## src/rtl/lfsr_pkg.sv

```systemverilog
// lfsr_pkg: shared LFSR configuration names and standard PRBS polynomials
package lfsr_pkg;
  localparam string FIBONACCI = "FIBONACCI";
  localparam string GALOIS = "GALOIS";
  localparam logic [6:0] PRBS7 = 7'h41;
  localparam logic [8:0] PRBS9 = 9'h021;
  localparam logic [14:0] PRBS15 = 15'h4001;
  localparam logic [22:0] PRBS23 = 23'h040001;
  localparam logic [30:0] PRBS31 = 31'h10000001;
endpackage

```

## src/rtl/lfsr_step.sv

```systemverilog
// lfsr_step: combinational OUTPUT_WIDTH-step LFSR advance (STYLE "LOOP" unrolls, otherwise a precomputed XOR matrix)
module lfsr_step import lfsr_pkg::*; #(
  parameter int LFSR_WIDTH = 31,
  parameter logic [LFSR_WIDTH-1:0] LFSR_POLY = LFSR_WIDTH'(PRBS31),
  parameter string LFSR_CONFIG = FIBONACCI,
  parameter int REVERSE = 0,
  parameter int OUTPUT_WIDTH = 8,
  parameter string STYLE = "AUTO"
) (
  input logic [LFSR_WIDTH-1:0] state_in,
  output logic [LFSR_WIDTH-1:0] state_out,
  output logic [OUTPUT_WIDTH-1:0] data_out
);
  localparam int W = LFSR_WIDTH;
  localparam int N = OUTPUT_WIDTH;
  localparam bit GAL = LFSR_CONFIG == GALOIS;
  typedef logic [W+N-1:0][W-1:0] mat_t;
  // Rows 0..N-1 are output-bit masks, rows N..N+W-1 next-state masks, all over state_in
  function automatic mat_t build();
    logic [W-1:0][W-1:0] s;
    logic [W-1:0] o;
    mat_t m;
    m = '0;
    for (int i = 0; i < W; i++) begin
      s[i] = '0;
      s[i][i] = 1'b1;
    end
    for (int n = 0; n < N; n++) begin
      o = s[W-1];
      if (!GAL)
        for (int k = 1; k < W; k++)
          if (LFSR_POLY[k]) o ^= s[k-1];
      for (int i = W - 1; i > 0; i--)
        s[i] = GAL ? (s[i-1] ^ (LFSR_POLY[i] ? o : '0)) : s[i-1];
      s[0] = GAL ? (LFSR_POLY[0] ? o : '0) : o;
      m[REVERSE != 0 ? n : N-1-n] = o;
    end
    for (int i = 0; i < W; i++) m[N+i] = s[i];
    return m;
  endfunction
  localparam mat_t M = build();
  if (STYLE == "LOOP") begin : g_loop
    logic [W-1:0] s;
    logic o;
    always_comb begin
      s = state_in;
      o = 1'b0;
      data_out = '0;
      for (int n = 0; n < N; n++) begin
        o = GAL ? s[W-1] : s[W-1] ^ (^(s[W-2:0] & LFSR_POLY[W-1:1]));
        s = GAL ? ({s[W-2:0], 1'b0} ^ (o ? LFSR_POLY : '0)) : {s[W-2:0], o};
        data_out[REVERSE != 0 ? n : N-1-n] = o;
      end
      state_out = s;
    end
  end else begin : g_red
    for (genvar i = 0; i < W; i++) begin : g_s
      assign state_out[i] = ^(state_in & M[N+i]);
    end
    for (genvar j = 0; j < N; j++) begin : g_d
      assign data_out[j] = ^(state_in & M[j]);
    end
  end
endmodule

```

## src/rtl/lfsr_prbs_gen.sv

```systemverilog
// lfsr_prbs_gen: registered PRBS generator around lfsr_step
// LFSR_PRBS_GEN_INVERT_EN: when defined, data_out carries inverted PRBS bits (reset value still 0)
module lfsr_prbs_gen import lfsr_pkg::*; #(
  parameter int LFSR_WIDTH = 31,
  parameter logic [LFSR_WIDTH-1:0] LFSR_POLY = LFSR_WIDTH'(PRBS31),
  parameter logic [LFSR_WIDTH-1:0] LFSR_INIT = '1,
  parameter string LFSR_CONFIG = FIBONACCI,
  parameter int REVERSE = 0,
  parameter int OUTPUT_WIDTH = 8,
  parameter string STYLE = "AUTO"
) (
  input logic clk,
  input logic rst,
  input logic enable,
  output logic [OUTPUT_WIDTH-1:0] data_out
);
  logic [LFSR_WIDTH-1:0] state;
  logic [LFSR_WIDTH-1:0] state_nxt;
  logic [OUTPUT_WIDTH-1:0] bits;
  logic [OUTPUT_WIDTH-1:0] word;
  lfsr_step #(
    .LFSR_WIDTH(LFSR_WIDTH),
    .LFSR_POLY(LFSR_POLY),
    .LFSR_CONFIG(LFSR_CONFIG),
    .REVERSE(REVERSE),
    .OUTPUT_WIDTH(OUTPUT_WIDTH),
    .STYLE(STYLE)
  ) u_step (
    .state_in(state),
    .state_out(state_nxt),
    .data_out(bits)
  );
`ifdef LFSR_PRBS_GEN_INVERT_EN
  assign word = ~bits;
`else
  assign word = bits;
`endif
  always_ff @(posedge clk) begin
    if (rst) begin
      state <= LFSR_INIT;
      data_out <= '0;
    end else if (enable) begin
      state <= state_nxt;
      data_out <= word;
    end
  end
endmodule

```

## config.mk

```make
export PLATFORM = sky130hd
export DESIGN_NAME = lfsr_prbs_gen
export DESIGN_NICKNAME = d
export VERILOG_FILES = /design/src/rtl/lfsr_pkg.sv /design/src/rtl/lfsr_step.sv /design/src/rtl/lfsr_prbs_gen.sv
export SDC_FILE = /design/constraint.sdc
export NUM_CORES = 1
export LEC_CHECK = 0
export CAP_MARGIN = 30
export CELL_PAD_IN_SITES_DETAIL_PLACEMENT = 0
export CELL_PAD_IN_SITES_GLOBAL_PLACEMENT = 2
export CORE_MARGIN = 2
export CORE_UTILIZATION = 38
export DETAILED_ROUTE_END_ITERATION = 8
export PLACE_DENSITY_LB_ADDON = 0.1
export SYNTH_ARGS = -nofsm -noshare
export SYNTH_HDL_FRONTEND = slang
export SYNTH_HIERARCHICAL = 1
export SYNTH_SLANG_ARGS = --single-unit
```

## constraint.sdc

```tcl
create_clock -name clk -period 1.6 [get_ports clk]
set_clock_uncertainty 0.1 [all_clocks]
set_input_delay 0.48 -clock clk [delete_from_list [all_inputs] [get_ports clk]]
set_output_delay 0.48 -clock clk [all_outputs]
set_load 0.05 [all_outputs]
```

Word level (Yosys, flattened, before mapping) --
Index checks and enable logic that the tools add are counted.
Storage, ports and cells: flip-flop bits (word level) 39, input port bits 3, output and inout bits 8, logic and storage cells 33
Operators by class: reductions and logical operators 31
Operators with widths (number):
- $reduce_xor A31 Y1 | 31

Longest topological paths before layout --
word-level depth 1, mapped depth 4, gate-level depth less buffers 3

Cells and area by module --
Netlist, hierarchy kept.
By module, submodules not included:
- lfsr_prbs_gen | times used 1, cells an instance 129, area each 1460.2 sq um, seq. area each 780.7 sq um
- lfsr_step | times used 1, cells an instance 39, area each 302.8 sq um, seq. area each 0.0 sq um

Least setup slack after synthesis --
Ideal clock, no wire load.
path type input to register, start input port enable, end register state[20], setup time 0.120 ns, arrival time 1.087 ns, data required time 1.380 ns, path slack 0.293 ns, stages on the path 4, buffers on the path 3, cells stage by stage buf_6 -> buf_12 -> buf_6 -> a211o_1
RTL lines:
- start: declaration | RTL line lfsr_prbs_gen.sv:14 | input logic enable,
- end signal: assignment | RTL line lfsr_prbs_gen.sv:43 | state <= state_nxt;
- end: declaration | RTL line lfsr_prbs_gen.sv:17 | logic [LFSR_WIDTH-1:0] state;
No word-level cell between the ends.

Worst setup path in the final report --
start register data_out[6], end output port data_out[6]
RTL lines:
- start: declaration | RTL line lfsr_prbs_gen.sv:15 | output logic [OUTPUT_WIDTH-1:0] data_out
- start signal: assignment | RTL line lfsr_prbs_gen.sv:44 | data_out <= word;
No word-level cell between the ends.

==> flow_summary.ini <==
[drt]
vias = 947
wl_mm = 2.63
drc = 0
drt_iter0_markers = 78
dr.pass1.iters = 4
via_per_inst = 4.78
wire_per_inst_um = 13.3
postRouteAntennaNets = 0

[placement]
place_area_mm2 = 0.00173
place_ws_ns = -0.0237
place_hpwl_mm = 1.72
dp_cells = 191
gp_congestion = 0.686
io_buffer_count = 10

[sta]
rsz0062_at_grt = no
setup_viol = 0
timing.slew.headroom = 0.813
fin_ws_ns = 0.203
fin_crit_sh = 0.873
tightest_slew_ns = 0.280
drv_slew = 0
finalCriticalPeriod_ns = 1.40
fmax_ghz = 0.716
hold-worst-slack_ns = 0.359
finalHoldViolCount = 0

[pwr]
leakage_uw = 0.000728
ir_worst_vdd_uv = 438
powerDensity_mw_per_mm2 = 1120

[synth]
synth-seq-area-share = 0.443
ys_top_cells_by_count = dfxtp_1 (39), a211o_1 (31), buf_4 (31), nor2b_1 (31)
synth_area_leaders = dfxtp_1 (44%), a211o_1 (15%), buf_4 (13%)
synthFlopType = dfxtp_1
synth_top_area_cell = dfxtp_1
syn_area_per_cell_um2 = 10.5
synthCells = 168
syn_nets = 171
yosys_warnings = 6
synth.most_common_cell = dfxtp_1
async_flop_share = 0
ys_types = 11
synth-seq-cells = 39
synthesis.area_mm2 = 0.00176
synth_top_area_frac = 0.443
synth-edff-count = 0

[worst_setup_path]
timing.critical_path.buf_inv = 1
critPathMaxStageDelay_ns = 0.38
worst-path-max-fanout = 2
path_cells = buf_12
end_kind = primary output
required_ns = 1.02
worstSetupPathType = reg -> out
critPathSlowestCell = dfxtp_1
worst_setup_path_start_kind = flop
crit_arrival_ns = 0.82
cp_top_family = flip-flops

[clock_network]
cts_max_level = 2
root_buffer = clkbuf_8
path_clk_slew_ns = 0.07
post_cts_buffers = 0
postCtsResizedCells = 0
cts_buffer_depth = 2
holdBufCountCts = 0
cts_made_buffers = 5
insertion_delay_ns = 0.28
cts_tree = built
cts_sinks = 39

[floorplanning]
dieWidth_um = 72.1
core_mm2 = 0.00441
initial_core_util = 0.399
dieArea_mm2 = 0.00520
io-pin-count = 11
die_h_um = 72.1
fp-row-count = 24

[final_layout]
drive_above_1_share = 0.137
final_cell_area_mm2 = 0.00182
regArea_um2 = 781
nets = 149
final_cells = 198
area_growth_pct = 3.34
diodes = 0
fill_cells = 418
multiInputGateArea_um2 = 646

[global_routing]
grt_pass1_wl_mm = 4.45
grtUsageTotal = 0.115
antenna_found_initial = 0
grt_max_degree = 40
grt_overflow = 0
grt_pass1_vias = 870

[job]
maxCapViolCount = 0

[run_status]
outcome = complete, no violations

[min_path]
holdCritPathClass = reg -> reg
==> flip-flops by register name (all words and copies together) (netlist names) <==
signal and count:
data_out 8, state 31
==> placed cells by master (no fill, tap or decap) <==
master	netlist	final
nor2_1	8	8
mux2i_1	8	8
buf_12	1	11
dfxtp_1	39	39
buf_2	4	1
clkbuf_8	0	6
a211o_1	31	31
xor2_1	8	8
nor2b_1	31	31
clkdlybuf4s50_1	0	1
buf_4	31	1
clkinv_2	0	1
==> worst paths after layout <==
kind	startpoint	to	slack [ns]	depth (start not counted)
max	data_out[6]$_SDFFE_PP0P_	data_out[6]	0.20	1
min	state[12]$_SDFFE_PP1P_	state[20]$_SDFFE_PP1P_	0.36	1
max reg2reg	state[27]$_SDFFE_PP1P_	state[4]$_SDFFE_PP1P_	0.52	2
min reg2reg	state[12]$_SDFFE_PP1P_	state[20]$_SDFFE_PP1P_	0.36	1
==> cells by family (layout without fill, tap and decap cells) <==
logic type,after synthesis,in the layout,synth area share
AOI/OAI and AO/OA,31,31,0.154
muxes,8,8,0.0454
DFF,39,39,0.443
buffers and inverters,43,21,0.191
and+or+nand+nor,39,39,0.127
xor gates and xnor gates,8,8,0.0397
==> per-layer routing <==
metal  routed length [um]  GRT usage  up-vias
li1                     -          -      490
met1                 1330      0.160      444
met2                 1190      0.158        6
met3                   72     0.0375        7
met4                   45     0.0566        0
met5                    0          0        -
==> metrics by stage <==
step           setup TNS [ns]  utilization  total power (uW)
6_report                    0        0.413              2050
3_3_place_gp           -0.316        0.393              1420
2_1_floorplan               0            -              1410
5_1_grt                     0        0.413              2150
4_1_cts                     0        0.413              2090
3_5_place_dp           -0.439        0.393              1420
==> cell type report <==
cell class | count | area share
clock inverter | 1 | 0.00275
timing repair buffer | 14 | 0.133
multi-input combinational | 86 | 0.354
tap | 52 | 0.0357
sequential | 39 | 0.429
clock buffer | 6 | 0.0453
==> power by group <==
| group | internal, uW | switching (uW) | leakage [uW] |
|---|---|---|---|
| sequential | 1040 | 49.8 | 0.000323 |
| combinational | 157 | 150 | 0.000357 |
| clock | 338 | 311 | 0.0000470 |
Power figures use the tool's default switching activity.
